--- src/rtl/move_gen_leaper_pkg.sv ---
// Shared constants for the leaper move generator: piece type codes, offset tables and FSM states.
// Sliding-piece generators are expected to import the same type codes.
package move_gen_leaper_pkg;

    localparam int OFF_W = 3;

    localparam logic [2:0] PT_EMPTY   = 3'd0;
    localparam logic [2:0] PT_PAWN    = 3'd1;
    localparam logic [2:0] PT_KNIGHT  = 3'd2;
    localparam logic [2:0] PT_BISHOP  = 3'd3;
    localparam logic [2:0] PT_ROOK    = 3'd4;
    localparam logic [2:0] PT_QUEEN   = 3'd5;
    localparam logic [2:0] PT_KING    = 3'd6;
    localparam logic [2:0] PT_INVALID = 3'd7;

    // Offsets as (dcol, drow), walked in index order 0..7
    localparam logic signed [OFF_W-1:0] KNIGHT_DCOL [8] =
        '{3'sd1, 3'sd2, 3'sd2, 3'sd1, -3'sd1, -3'sd2, -3'sd2, -3'sd1};
    localparam logic signed [OFF_W-1:0] KNIGHT_DROW [8] =
        '{3'sd2, 3'sd1, -3'sd1, -3'sd2, -3'sd2, -3'sd1, 3'sd1, 3'sd2};
    localparam logic signed [OFF_W-1:0] KING_DCOL [8] =
        '{3'sd0, 3'sd1, 3'sd1, 3'sd1, 3'sd0, -3'sd1, -3'sd1, -3'sd1};
    localparam logic signed [OFF_W-1:0] KING_DROW [8] =
        '{3'sd1, 3'sd1, 3'sd0, -3'sd1, -3'sd1, -3'sd1, 3'sd0, 3'sd1};

    typedef enum logic [2:0] {
        ST_IDLE  = 3'd0,
        ST_CHECK = 3'd1,
        ST_ISSUE = 3'd2,
        ST_WAIT  = 3'd3,
        ST_EVAL  = 3'd4,
        ST_EMIT  = 3'd5,
        ST_FIN   = 3'd6
    } state_e;

endpackage

--- src/rtl/move_gen_leaper_offset_rom.sv ---
// Combinational offset lookup: (idx, mode) -> signed (dcol, drow) for knight or king.
module leaper_offset_rom
    import move_gen_leaper_pkg::*;
(
    input  logic [2:0]              idx_i,
    input  logic                    mode_i,
    output logic signed [OFF_W-1:0] dcol_o,
    output logic signed [OFF_W-1:0] drow_o
);

    // Table select: mode 1 walks the king ring, mode 0 the knight jumps
    always_comb begin
        dcol_o = {OFF_W{1'b0}};
        drow_o = {OFF_W{1'b0}};
        if (mode_i) begin
            dcol_o = KING_DCOL[idx_i];
            drow_o = KING_DROW[idx_i];
        end else begin
            dcol_o = KNIGHT_DCOL[idx_i];
            drow_o = KNIGHT_DROW[idx_i];
        end
    end

endmodule

--- src/rtl/move_gen_leaper.sv ---
// Leaper move generator: walks the 8 offsets of one knight/king, reads each target square
// and streams quiet moves and captures over a valid/ready interface.
module move_gen_leaper
    import move_gen_leaper_pkg::*;
#(
    parameter int  COORD_W   = 3,
    parameter int  BOARD_DIM = 8,
    parameter int  TYPE_W    = 3,
    parameter int  MOVE_W    = 16,
    localparam int PIECE_W   = TYPE_W + 2*COORD_W + 1
) (
    input  logic               clk_i,
    input  logic               rst_i,
    input  logic               start_i,
    input  logic [PIECE_W-1:0] src_piece_i,
    input  logic               mode_i,
    input  logic               turn_i,
    output logic               busy_o,
    output logic               done_o,
    output logic [3:0]         move_count_o,
    output logic               rd_en_o,
    output logic [COORD_W-1:0] rd_col_o,
    output logic [COORD_W-1:0] rd_row_o,
    input  logic [PIECE_W-1:0] rd_piece_i,
    output logic               move_valid_o,
    input  logic               move_ready_i,
    output logic [MOVE_W-1:0]  move_data_o
);

    // Two guard bits keep src + offset from wrapping into a false on-board value
    localparam int SW = COORD_W + 2;
    localparam logic signed [SW-1:0] DIM_S = SW'(BOARD_DIM);

    state_e               state_q, state_d;
    logic [2:0]           idx_q, idx_d;
    logic [3:0]           count_q, count_d;
    logic [3:0]           move_count_q, move_count_d;
    logic [PIECE_W-1:0]   src_q, src_d;
    logic                 mode_q, mode_d;
    logic                 turn_q, turn_d;
    logic                 busy_q, done_q, move_valid_q;
    logic                 rd_en_q, rd_en_d;
    logic [COORD_W-1:0]   rd_col_q, rd_col_d, rd_row_q, rd_row_d;
    logic [MOVE_W-1:0]    move_data_q, move_data_d, move_word_s;

    logic [TYPE_W-1:0]    src_type_s, tgt_type_s;
    logic [COORD_W-1:0]   src_col_s, src_row_s;
    logic                 src_color_s, tgt_color_s;
    logic signed [OFF_W-1:0] dcol_s, drow_s;
    logic signed [SW-1:0] tgt_col_s, tgt_row_s;
    logic                 src_ok_s, on_board_s, legal_s, capture_s, last_s;
    logic                 unused_rd_bits_s;

    leaper_offset_rom u_rom (
        .idx_i  (idx_q),
        .mode_i (mode_q),
        .dcol_o (dcol_s),
        .drow_o (drow_s)
    );

    assign src_type_s  = src_q[PIECE_W-1 -: TYPE_W];
    assign src_col_s   = src_q[2*COORD_W -: COORD_W];
    assign src_row_s   = src_q[COORD_W -: COORD_W];
    assign src_color_s = src_q[0];
    assign tgt_type_s  = rd_piece_i[PIECE_W-1 -: TYPE_W];
    assign tgt_color_s = rd_piece_i[0];
    assign unused_rd_bits_s = ^rd_piece_i[2*COORD_W:1];

    assign tgt_col_s = $signed({2'b00, src_col_s}) + $signed({{(SW-OFF_W){dcol_s[OFF_W-1]}}, dcol_s});
    assign tgt_row_s = $signed({2'b00, src_row_s}) + $signed({{(SW-OFF_W){drow_s[OFF_W-1]}}, drow_s});

    assign on_board_s = !tgt_col_s[SW-1] && (tgt_col_s < DIM_S) &&
                        !tgt_row_s[SW-1] && (tgt_row_s < DIM_S);
    assign src_ok_s   = (mode_q ? (src_type_s == TYPE_W'(PT_KING)) : (src_type_s == TYPE_W'(PT_KNIGHT)))
                        && (src_color_s == turn_q);
    assign capture_s  = (tgt_type_s != TYPE_W'(PT_EMPTY));
    assign legal_s    = (tgt_type_s != TYPE_W'(PT_INVALID)) && (!capture_s || (tgt_color_s != turn_q));
    assign last_s     = (idx_q == 3'd7);

    // Move word from the latched read address; promo is always 0 for leapers
    always_comb begin
        move_word_s = {MOVE_W{1'b0}};
        move_word_s[COORD_W-1:0]           = rd_row_q;
        move_word_s[2*COORD_W-1:COORD_W]   = rd_col_q;
        move_word_s[3*COORD_W-1:2*COORD_W] = src_row_s;
        move_word_s[4*COORD_W-1:3*COORD_W] = src_col_s;
        move_word_s[4*COORD_W]             = capture_s;
        move_word_s[4*COORD_W+1]           = 1'b0;
    end

    // Next-state logic for the offset walk
    always_comb begin
        state_d     = state_q;
        idx_d       = idx_q;
        count_d     = count_q;
        src_d       = src_q;
        mode_d      = mode_q;
        turn_d      = turn_q;
        rd_en_d     = 1'b0;
        rd_col_d    = rd_col_q;
        rd_row_d    = rd_row_q;
        move_data_d = move_data_q;
        case (state_q)
            ST_IDLE: begin
                if (start_i) begin
                    src_d   = src_piece_i;
                    mode_d  = mode_i;
                    turn_d  = turn_i;
                    idx_d   = 3'd0;
                    count_d = 4'd0;
                    state_d = ST_CHECK;
                end else begin
                    state_d = ST_IDLE;
                end
            end
            ST_CHECK: begin
                if (src_ok_s) begin
                    state_d = ST_ISSUE;
                end else begin
                    state_d = ST_FIN;
                end
            end
            ST_ISSUE: begin
                if (on_board_s) begin
                    rd_en_d  = 1'b1;
                    rd_col_d = tgt_col_s[COORD_W-1:0];
                    rd_row_d = tgt_row_s[COORD_W-1:0];
                    state_d  = ST_WAIT;
                end else if (last_s) begin
                    state_d = ST_FIN;
                end else begin
                    idx_d   = idx_q + 3'd1;
                    state_d = ST_ISSUE;
                end
            end
            ST_WAIT: begin
                state_d = ST_EVAL;
            end
            ST_EVAL: begin
                if (legal_s) begin
                    move_data_d = move_word_s;
                    state_d     = ST_EMIT;
                end else if (last_s) begin
                    state_d = ST_FIN;
                end else begin
                    idx_d   = idx_q + 3'd1;
                    state_d = ST_ISSUE;
                end
            end
            ST_EMIT: begin
                if (move_ready_i) begin
                    count_d = count_q + 4'd1;
                    if (last_s) begin
                        state_d = ST_FIN;
                    end else begin
                        idx_d   = idx_q + 3'd1;
                        state_d = ST_ISSUE;
                    end
                end else begin
                    state_d = ST_EMIT;
                end
            end
            ST_FIN: begin
                state_d = ST_IDLE;
            end
            default: begin
                state_d = ST_IDLE;
            end
        endcase
    end

    // Published count only changes on the way into FIN
    always_comb begin
        move_count_d = move_count_q;
        if (state_d == ST_FIN) begin
            move_count_d = count_d;
        end else begin
            move_count_d = move_count_q;
        end
    end

    // State and registered outputs; outputs are decoded from the next state
    always_ff @(posedge clk_i) begin
        if (rst_i) begin
            state_q      <= ST_IDLE;
            idx_q        <= 3'd0;
            count_q      <= 4'd0;
            move_count_q <= 4'd0;
            src_q        <= {PIECE_W{1'b0}};
            mode_q       <= 1'b0;
            turn_q       <= 1'b0;
            busy_q       <= 1'b0;
            done_q       <= 1'b0;
            rd_en_q      <= 1'b0;
            rd_col_q     <= {COORD_W{1'b0}};
            rd_row_q     <= {COORD_W{1'b0}};
            move_valid_q <= 1'b0;
            move_data_q  <= {MOVE_W{1'b0}};
        end else begin
            state_q      <= state_d;
            idx_q        <= idx_d;
            count_q      <= count_d;
            move_count_q <= move_count_d;
            src_q        <= src_d;
            mode_q       <= mode_d;
            turn_q       <= turn_d;
            busy_q       <= (state_d != ST_IDLE) && (state_d != ST_FIN);
            done_q       <= (state_d == ST_FIN);
            rd_en_q      <= rd_en_d;
            rd_col_q     <= rd_col_d;
            rd_row_q     <= rd_row_d;
            move_valid_q <= (state_d == ST_EMIT);
            move_data_q  <= move_data_d;
        end
    end

    assign busy_o       = busy_q;
    assign done_o       = done_q;
    assign move_count_o = move_count_q;
    assign rd_en_o      = rd_en_q;
    assign rd_col_o     = rd_col_q;
    assign rd_row_o     = rd_row_q;
    assign move_valid_o = move_valid_q;
    assign move_data_o  = move_data_q;

endmodule

--- config.mk ---
export PLATFORM = sky130hd
export DESIGN_NAME = move_gen_leaper
export DESIGN_NICKNAME = d
export VERILOG_FILES = /design/src/rtl/move_gen_leaper_pkg.sv /design/src/rtl/move_gen_leaper_offset_rom.sv /design/src/rtl/move_gen_leaper.sv
export SDC_FILE = /design/constraint.sdc
export NUM_CORES = 1
export LEC_CHECK = 0
export CORE_MARGIN = 1.5
export CORE_UTILIZATION = 50
export DETAILED_ROUTE_END_ITERATION = 12
export PLACE_DENSITY = 0.85
export SLEW_MARGIN = 10
export SYNTH_ARGS = -nofsm -noshare
export SYNTH_HDL_FRONTEND = slang
export SYNTH_SLANG_ARGS = --single-unit
export TNS_END_PERCENT = 1
--- constraint.sdc ---
create_clock -name clk_i -period 3.2 [get_ports clk_i]
set_clock_uncertainty 0.05 [all_clocks]
set_input_delay 0.96 -clock clk_i [delete_from_list [all_inputs] [get_ports clk_i]]
set_output_delay 0.96 -clock clk_i [all_outputs]
set_load 0.05 [all_outputs]
### Word level (Yosys, flattened, before mapping)

Memories as Yosys holds them, arrays and structs flattened.
Index checks and enable logic that the tools add are counted.

| storage, ports and cells | value |
|---|---|
| memories | 4 |
| logic and storage cells | 92 |
| register bits | 49 |
| output and inout bits | 30 |
| ROM bits | 96 |
| bits of input ports | 26 |

Memories:

| memory | depth | width | rd ports | clocked after memory_dff | wr ports | RTL line | RTL |
|---|---|---|---|---|---|---|---|
| (name not given) | 8 | 3 | 1 | 0 | 0 | move_gen_leaper_offset_rom.sv:19 | `dcol_o = KNIGHT_DCOL[idx_i];` |
| (name not given) | 8 | 3 | 1 | 0 | 0 | move_gen_leaper_offset_rom.sv:20 | `drow_o = KNIGHT_DROW[idx_i];` |
| (name not given) | 8 | 3 | 1 | 0 | 0 | move_gen_leaper_offset_rom.sv:17 | `drow_o = KING_DROW[idx_i];` |
| (name not given) | 8 | 3 | 1 | 0 | 0 | move_gen_leaper_offset_rom.sv:16 | `dcol_o = KING_DCOL[idx_i];` |

| operators by class | value |
|---|---|
| muxes and demuxes | 28 |
| bitwise gates (word level) | 2 |
| order comparisons | 3 |
| add/subtract/negate cells | 4 |
| reductions and logical operators | 19 |
| equality and inequality tests | 18 |

Operators with widths:

| operator | number |
|---|---|
| 2-to-1 mux 3 bit | 20 |
| equality test 3 bit, second input constant | 6 |
| case mux 3 bit (6 select lines) | 1 |
| case mux 3 bit (4 select lines) | 1 |
| adder 4 x 3 -> 5 bit | 2 |
| < comparator 5 bit, second input constant | 2 |
| equality test 3 x 2 -> 1 bit, second input constant | 3 |
| 2-to-1 mux 4 bit | 2 |
| inequality test 2 bit, second input constant | 4 |
| case mux 4 bit (2 select lines) | 1 |
| logical AND 1 bit | 6 |
| inequality test 3 bit, second input constant | 2 |
| AND reduction 2 bit | 3 |
| nonzero test 3 bit | 2 |
| AND reduction 5 bit | 1 |
| adder 4 x 1 -> 4 bit, second input constant | 1 |
| >= comparator 4 bit, second input constant | 1 |
| inverter 3 -> 4 bit | 1 |
| nonzero test 4 bit | 1 |
| adder 3 x 1 -> 3 bit, second input constant | 1 |
| equality test 3 x 1 -> 1 bit, second input constant | 1 |
| zero test 1 bit | 3 |
| zero test 3 bit | 1 |
| 2-to-1 mux 1 bit | 3 |
| other kinds (5) | 5 |

### Logic depth before layout (Yosys ltp)

| depth | value |
|---|---|
| word-level depth | 14 |
| mapped depth | 13 |
| gate-level depth less buffers | 12 |

### Modules after synthesis

Synthesis repeated with hierarchy kept, for this count alone.

| second synthesis, totals | value |
|---|---|
| cells, all modules | 278 |
| area, all modules | 2509.9 um^2 |

Modules (own cells, without submodules):

| module | cells each | area an instance (um^2) | seq. area each (um^2) | times used |
|---|---|---|---|---|
| move_gen_leaper | 260 | 2353.5 | 980.9 | 1 |
| leaper_offset_rom | 18 | 156.4 | 0.0 | 1 |

### Least setup slack after synthesis

No wires, ideal clock.

| timing path | value |
|---|---|
| path kind | reg2reg |
| start | register idx_q[0] |
| end | register move_count_q[0], in the netlist move_count_o[0] |
| clock period less this slack | 2.913 ns |
| slack | 0.287 ns |
| required time | 3.029 ns |
| data arrival time | 2.742 ns |
| cell stages (with the launch flop) | 13 |
| buffers on the path | 1 |
| library setup time | 0.121 ns |
| cells stage by stage | dfxtp_1 inv_1 ha_1 mux2_2 o21ai_0 inv_1 fa_1 nor4b_1 o21a_1 o211ai_2 and3_1 buf_6 mux2_4 |

| on the way | value |
|---|---|
| word-level cells in the longest chain between the ends | 13 |
| elaborated cells on any way between the ends | 31 |
| classes of those cells | add/sub: 2; order compare: 2; eq/ne: 2; mux: 15; bitwise: 1; reduce/logical: 5; memory: 4 |

Ends and longest elaborated chain:

| item | RTL line | RTL |
|---|---|---|
| from (decl) | move_gen_leaper.sv:35 | `logic [2:0] idx_q, idx_d;` |
| from (signal assigned) | move_gen_leaper.sv:201 | `idx_q <= idx_d;` |
| inverter 3 -> 4 bit (implied by the code) | -- |  |
| memory read (8 x 3 bit), on equally long branches | -- |  |
| 2-to-1 mux 3 bit, on equally long branches (2 in series) | move_gen_leaper_offset_rom.sv:19, move_gen_leaper_offset_rom.sv:16 |  |
| 2-to-1 mux 3 bit | move_gen_leaper_offset_rom.sv:15 | `if (mode_i) begin` |
| adder 4 x 3 -> 5 bit | move_gen_leaper.sv:69 | `assign tgt_col_s = $signed({2'b00, src_col_s}) + $signed({{(SW-OFF_W){dcol_s[OFF_W-1]}}, dcol_s});` |
| < comparator 5 bit / zero test 1 bit (equally long branches) | move_gen_leaper.sv:72 | `assign on_board_s = !tgt_col_s[SW-1] && (tgt_col_s < DIM_S) &&` |
| logical AND 1 bit (2 in series) | move_gen_leaper.sv:72 |  |
| logical AND 1 bit | move_gen_leaper.sv:73 | `!tgt_row_s[SW-1] && (tgt_row_s < DIM_S);` |
| 2-to-1 mux 3 bit | move_gen_leaper.sv:124 | `if (on_board_s) begin` |
| case mux 3 bit (6 select lines) (*) | move_gen_leaper.sv:103 | `case (state_q)` |
| equality test 3 bit (*) | move_gen_leaper.sv:175 | `if (state_d == ST_FIN) begin` |
| to (signal assigned) | move_gen_leaper.sv:203 | `move_count_q <= move_count_d;` |
| to (decl) | move_gen_leaper.sv:37 | `logic [3:0] move_count_q, move_count_d;` |

Mark *: on every way between the ends. The rest lies on a longest branch, timed or not. The select of a mux whose other input is x is not followed.
A chain may end at the register's enable or synchronous reset.

### Final worst setup path

| timing path | value |
|---|---|
| start | register idx_q[0] |
| end | register idx_q[0] |

| on the way | value |
|---|---|
| word-level cells in the longest chain between the ends | 12 |
| elaborated cells on any way between the ends | 33 |
| classes of those cells | add/sub: 3; order compare: 2; eq/ne: 2; mux: 15; bitwise: 1; reduce/logical: 6; memory: 4 |

Ends and longest elaborated chain:

| item | RTL line |
|---|---|
| inverter 3 -> 4 bit (implied by the code) | -- |
| memory read (8 x 3 bit), on equally long branches | -- |
| 2-to-1 mux 3 bit, on equally long branches (2 in series) | move_gen_leaper_offset_rom.sv:19, move_gen_leaper_offset_rom.sv:16 |
| 2-to-1 mux 3 bit | move_gen_leaper_offset_rom.sv:15 |
| adder 4 x 3 -> 5 bit | move_gen_leaper.sv:69 |
| < comparator 5 bit / zero test 1 bit (equally long branches) | move_gen_leaper.sv:72 |
| logical AND 1 bit (2 in series) | move_gen_leaper.sv:72 |
| logical AND 1 bit | move_gen_leaper.sv:73 |
| inequality test 2 bit (no line) | -- |
| AND reduction 5 bit (no line) | -- |

Several ways; a longest one is shown, not always the timed one. The select of a mux whose other input is x is not followed.

==> impl_metrics.py <==
metrics = {
    "run_status": {
        "outcome": "finished clean",
    },
    "power": {
        "p_sw_w": 0.000797,
        "swShare_pct": 39.6,
        "power_density_nw_per_um2": 641,
        "pwr-share-comb_pct": 42.8,
        "ir_drop_uv": 353,
        "p_int_w": 0.00121,
        "leakage_nw": 1.21,
        "power_frac_seq_pct": 39.4,
        "clockPowerShare_pct": 17.9,
    },
    "placement": {
        "hpwl_mm": 3.81,
        "dpl_cell_area_um2": 3040,
        "dp_cells": 382,
        "port_buffers": 46,
        "routabilityCongestion": 0.826,
    },
    "setup_path": {
        "worstReg2RegStart": "idx_q[0]",
        "reg2reg_setup_slack_ns": 0.20,
        "required_ns": 3.35,
        "cp_max_fo": 14,
        "crit_start": "idx_q[0]",
        "endpoint_kind": "register",
        "cp-endpoint": "idx_q[0]",
        "timing.rr.end": "idx_q[0]",
        "r2r_cells": 13,
        "startpoint_type": "register",
        "cp.arrival_ns": 3.15,
        "worst-setup-path-type": "register to register",
    },
    "yosys": {
        "netlist_area_um2": 2500,
        "ys_async_sr_fraction_pct": 0,
        "synth-main-ff-cell": "dfxtp_1",
        "ys_ff_latch": 49,
        "synth_enable_flop_cells": 0,
        "synthCells": 278,
        "synth.distinct_cells": 51,
        "ys_warn_count": 0,
        "avgSynthCellArea_um2": 8.99,
        "yosysSeqAreaShare_pct": 39.2,
    },
    "hold_path": {
        "hold_path_class": "register to register",
    },
    "clock_tree": {
        "clk_path_buf_depth": 2,
        "clk_latency_ns": 0.30,
        "cts.repair.resized": 1,
        "cts_buffers": 5,
        "clock_sinks": 49,
        "cts_max_level": 2,
        "cts_tree": "done",
        "hold_buffers": 0,
        "cts_setup_buffers": 0,
        "cts-root-buf": "clkbuf_8",
        "cts.clk_slew.worst_paths_ns": 0.09,
    },
    "global_route": {
        "grt_max_degree": 28,
        "grt_pass1_vias": 1915,
        "antenna_found_initial": 0,
        "grt_pass1_wl_mm": 8.61,
        "grt.overflow.total": 0,
        "track_usage_pct": 20.6,
    },
    "cells_and_area": {
        "fin_nets": 364,
        "final_common_cell": "dfxtp_1",
        "postLayoutCellArea_um2": 3140,
        "final-instance-count-excl-fill": 390,
        "antennaDiodeCount": 0,
        "seq_area_um2": 982,
        "fillers": 381,
        "multiInputGateArea_um2": 1400,
        "layout-drive-gt1-share_pct": 9.91,
        "syn2layout_area_growth_pct": 25.5,
        "layout_common_cells": "dfxtp_1, clkdlybuf4s50_1, nand2_1, nor2_1, a21oi_1",
    },
    "timing": {
        "period_share_pct": 93.7,
        "relSlewSlack_pct": 58.2,
        "tightest_slew_ns": 0.625,
        "setup_viol": 0,
        "fmax_ghz": 0.334,
        "hold_viol_final": 0,
        "maxSlewViolCount": 0,
        "fin_crit_ns": 3.00,
    },
    "run": {
        "maxCapViolations": 0,
    },
    "floorplanning": {
        "core_area_um2": 4750,
        "num_rows": 25,
        "die_h_um": 73.7,
        "ios": 56,
        "start_util_pct": 52.6,
        "dieArea_um2": 5430,
        "die_w_um": 73.7,
    },
    "route": {
        "drtPass1Iterations": 4,
        "route.detailed.drc": 0,
        "viasPerCell": 5.17,
        "routedWlPerCell_um": 13.2,
        "vias": 2016,
        "drt_wl_total_mm": 5.13,
        "antenna_left": 0,
        "first_iter_violations": 133,
    },
}
-- final cells by class --
type | instances | area share, %
Sequential cell | 49 | 31.3
Multi-Input combinational cell | 200 | 44.6
Tap cell | 67 | 2.67
Timing Repair Buffer | 53 | 17.2
Inverter | 13 | 1.56
Clock buffer | 6 | 2.31
Clock inverter | 2 | 0.439
-- power by group through the flow --
| stage | Clock [W] | Combinational, W | Sequential (W) |
|---|---|---|---|
| 3_3_place_gp | 0 | 0.000826 | 0.000802 |
| 2_1_floorplan | 0 | 0.000515 | 0.000880 |
| 5_1_grt | 0.000389 | 0.000934 | 0.000803 |
| 6_report | 0.000359 | 0.000860 | 0.000791 |
| 4_1_cts | 0.000367 | 0.000855 | 0.000791 |
| 3_5_place_dp | 0 | 0.000844 | 0.000804 |
-- worst max-delay path, stage by stage, from the launching register on --
cell and delay, ns:
dfxtp_1 0.37, inv_1 0.10, ha_1 0.35, nor2_1 0.05, a21oi_1 0.14, ha_1 0.18, inv_1 0.06, fa_2 0.38
nor4b_2 0.29, o21a_1 0.15, o211ai_2 0.15, buf_12 0.20, and3_1 0.21, a31o_1 0.21
-- state kept, by name, summed over array words and instances, names as in the netlist --
name and flops:
done_o 1, count_q 4, mode_q 1, move_count_o 4, rd_en_o 1, turn_q 1
rd_col_o 3, state_q 3, busy_o 1, move_valid_o 1, src_q 10, idx_q 3
move_data_o 13, rd_row_o 3
-- how the worst min path moves through the flow --
stage               startpoint         end  depth (start not counted)
floorplan           count_q[3]  count_q[3]                          1
global placement      src_q[8]    src_q[8]                          2
detailed placement    src_q[7]    src_q[7]                          2
CTS                   src_q[7]    src_q[7]                          2
global route        count_q[3]  count_q[3]                          1
finish                src_q[8]    src_q[8]                          2
-- cells by family after synthesis --
| logic type | synth area share, % |
|---|---|
| AND/OR/NAND/NOR | 18.1 |
| AO/OA/AOI/OAI | 14.4 |
| flip-flops | 39.2 |
| buffers and inverters | 5.81 |
| multiplexers | 10.9 |
| adder cells (fa/ha/maj) | 8.61 |
| XOR/XNOR | 2.80 |
| other | 0.150 |
-- routing by layer --
| layer | routed length (um) | vias up | track usage (%) |
|---|---|---|---|
| met4 | 51 | 0 | 5.35 |
| met2 | 2530 | 36 | 35.9 |
| met3 | 217 | 5 | 5.21 |
| met1 | 2330 | 944 | 25.2 |
| met5 | 0 | - | 0 |
| li1 | - | 1031 | - |
-- stage by stage --
stage	utilization [%]	setup WS, ns	total power (W)	TNS [ns]	hold slack, ns
3_3_place_gp	63.9	0.0825	0.00163	0	0.395
6_report	66.0	0.202	0.00201	0	0.417
3_5_place_dp	63.9	0.0205	0.00165	0	0.404
5_1_grt	66.0	-0.0300	0.00213	-0.0921	0.432
2_1_floorplan	-	0.287	0.00140	0	0.379
4_1_cts	65.7	0.00230	0.00201	0	0.417
-- synth_stat cells (5+ instances only) --
cell	number	share of area (%)
o21ai_0	5	1.0
nor2b_1	7	1.8
a21oi_1	22	4.4
nand2b_1	6	1.5
nor2_1	31	4.7
clkbuf_1	9	1.4
mux2i_1	20	8.0
ha_1	14	7.0
nand2_1	35	5.3
inv_1	13	2.0
dfxtp_1	49	39
No activity file was read; power rests on OpenSTA's default activity.
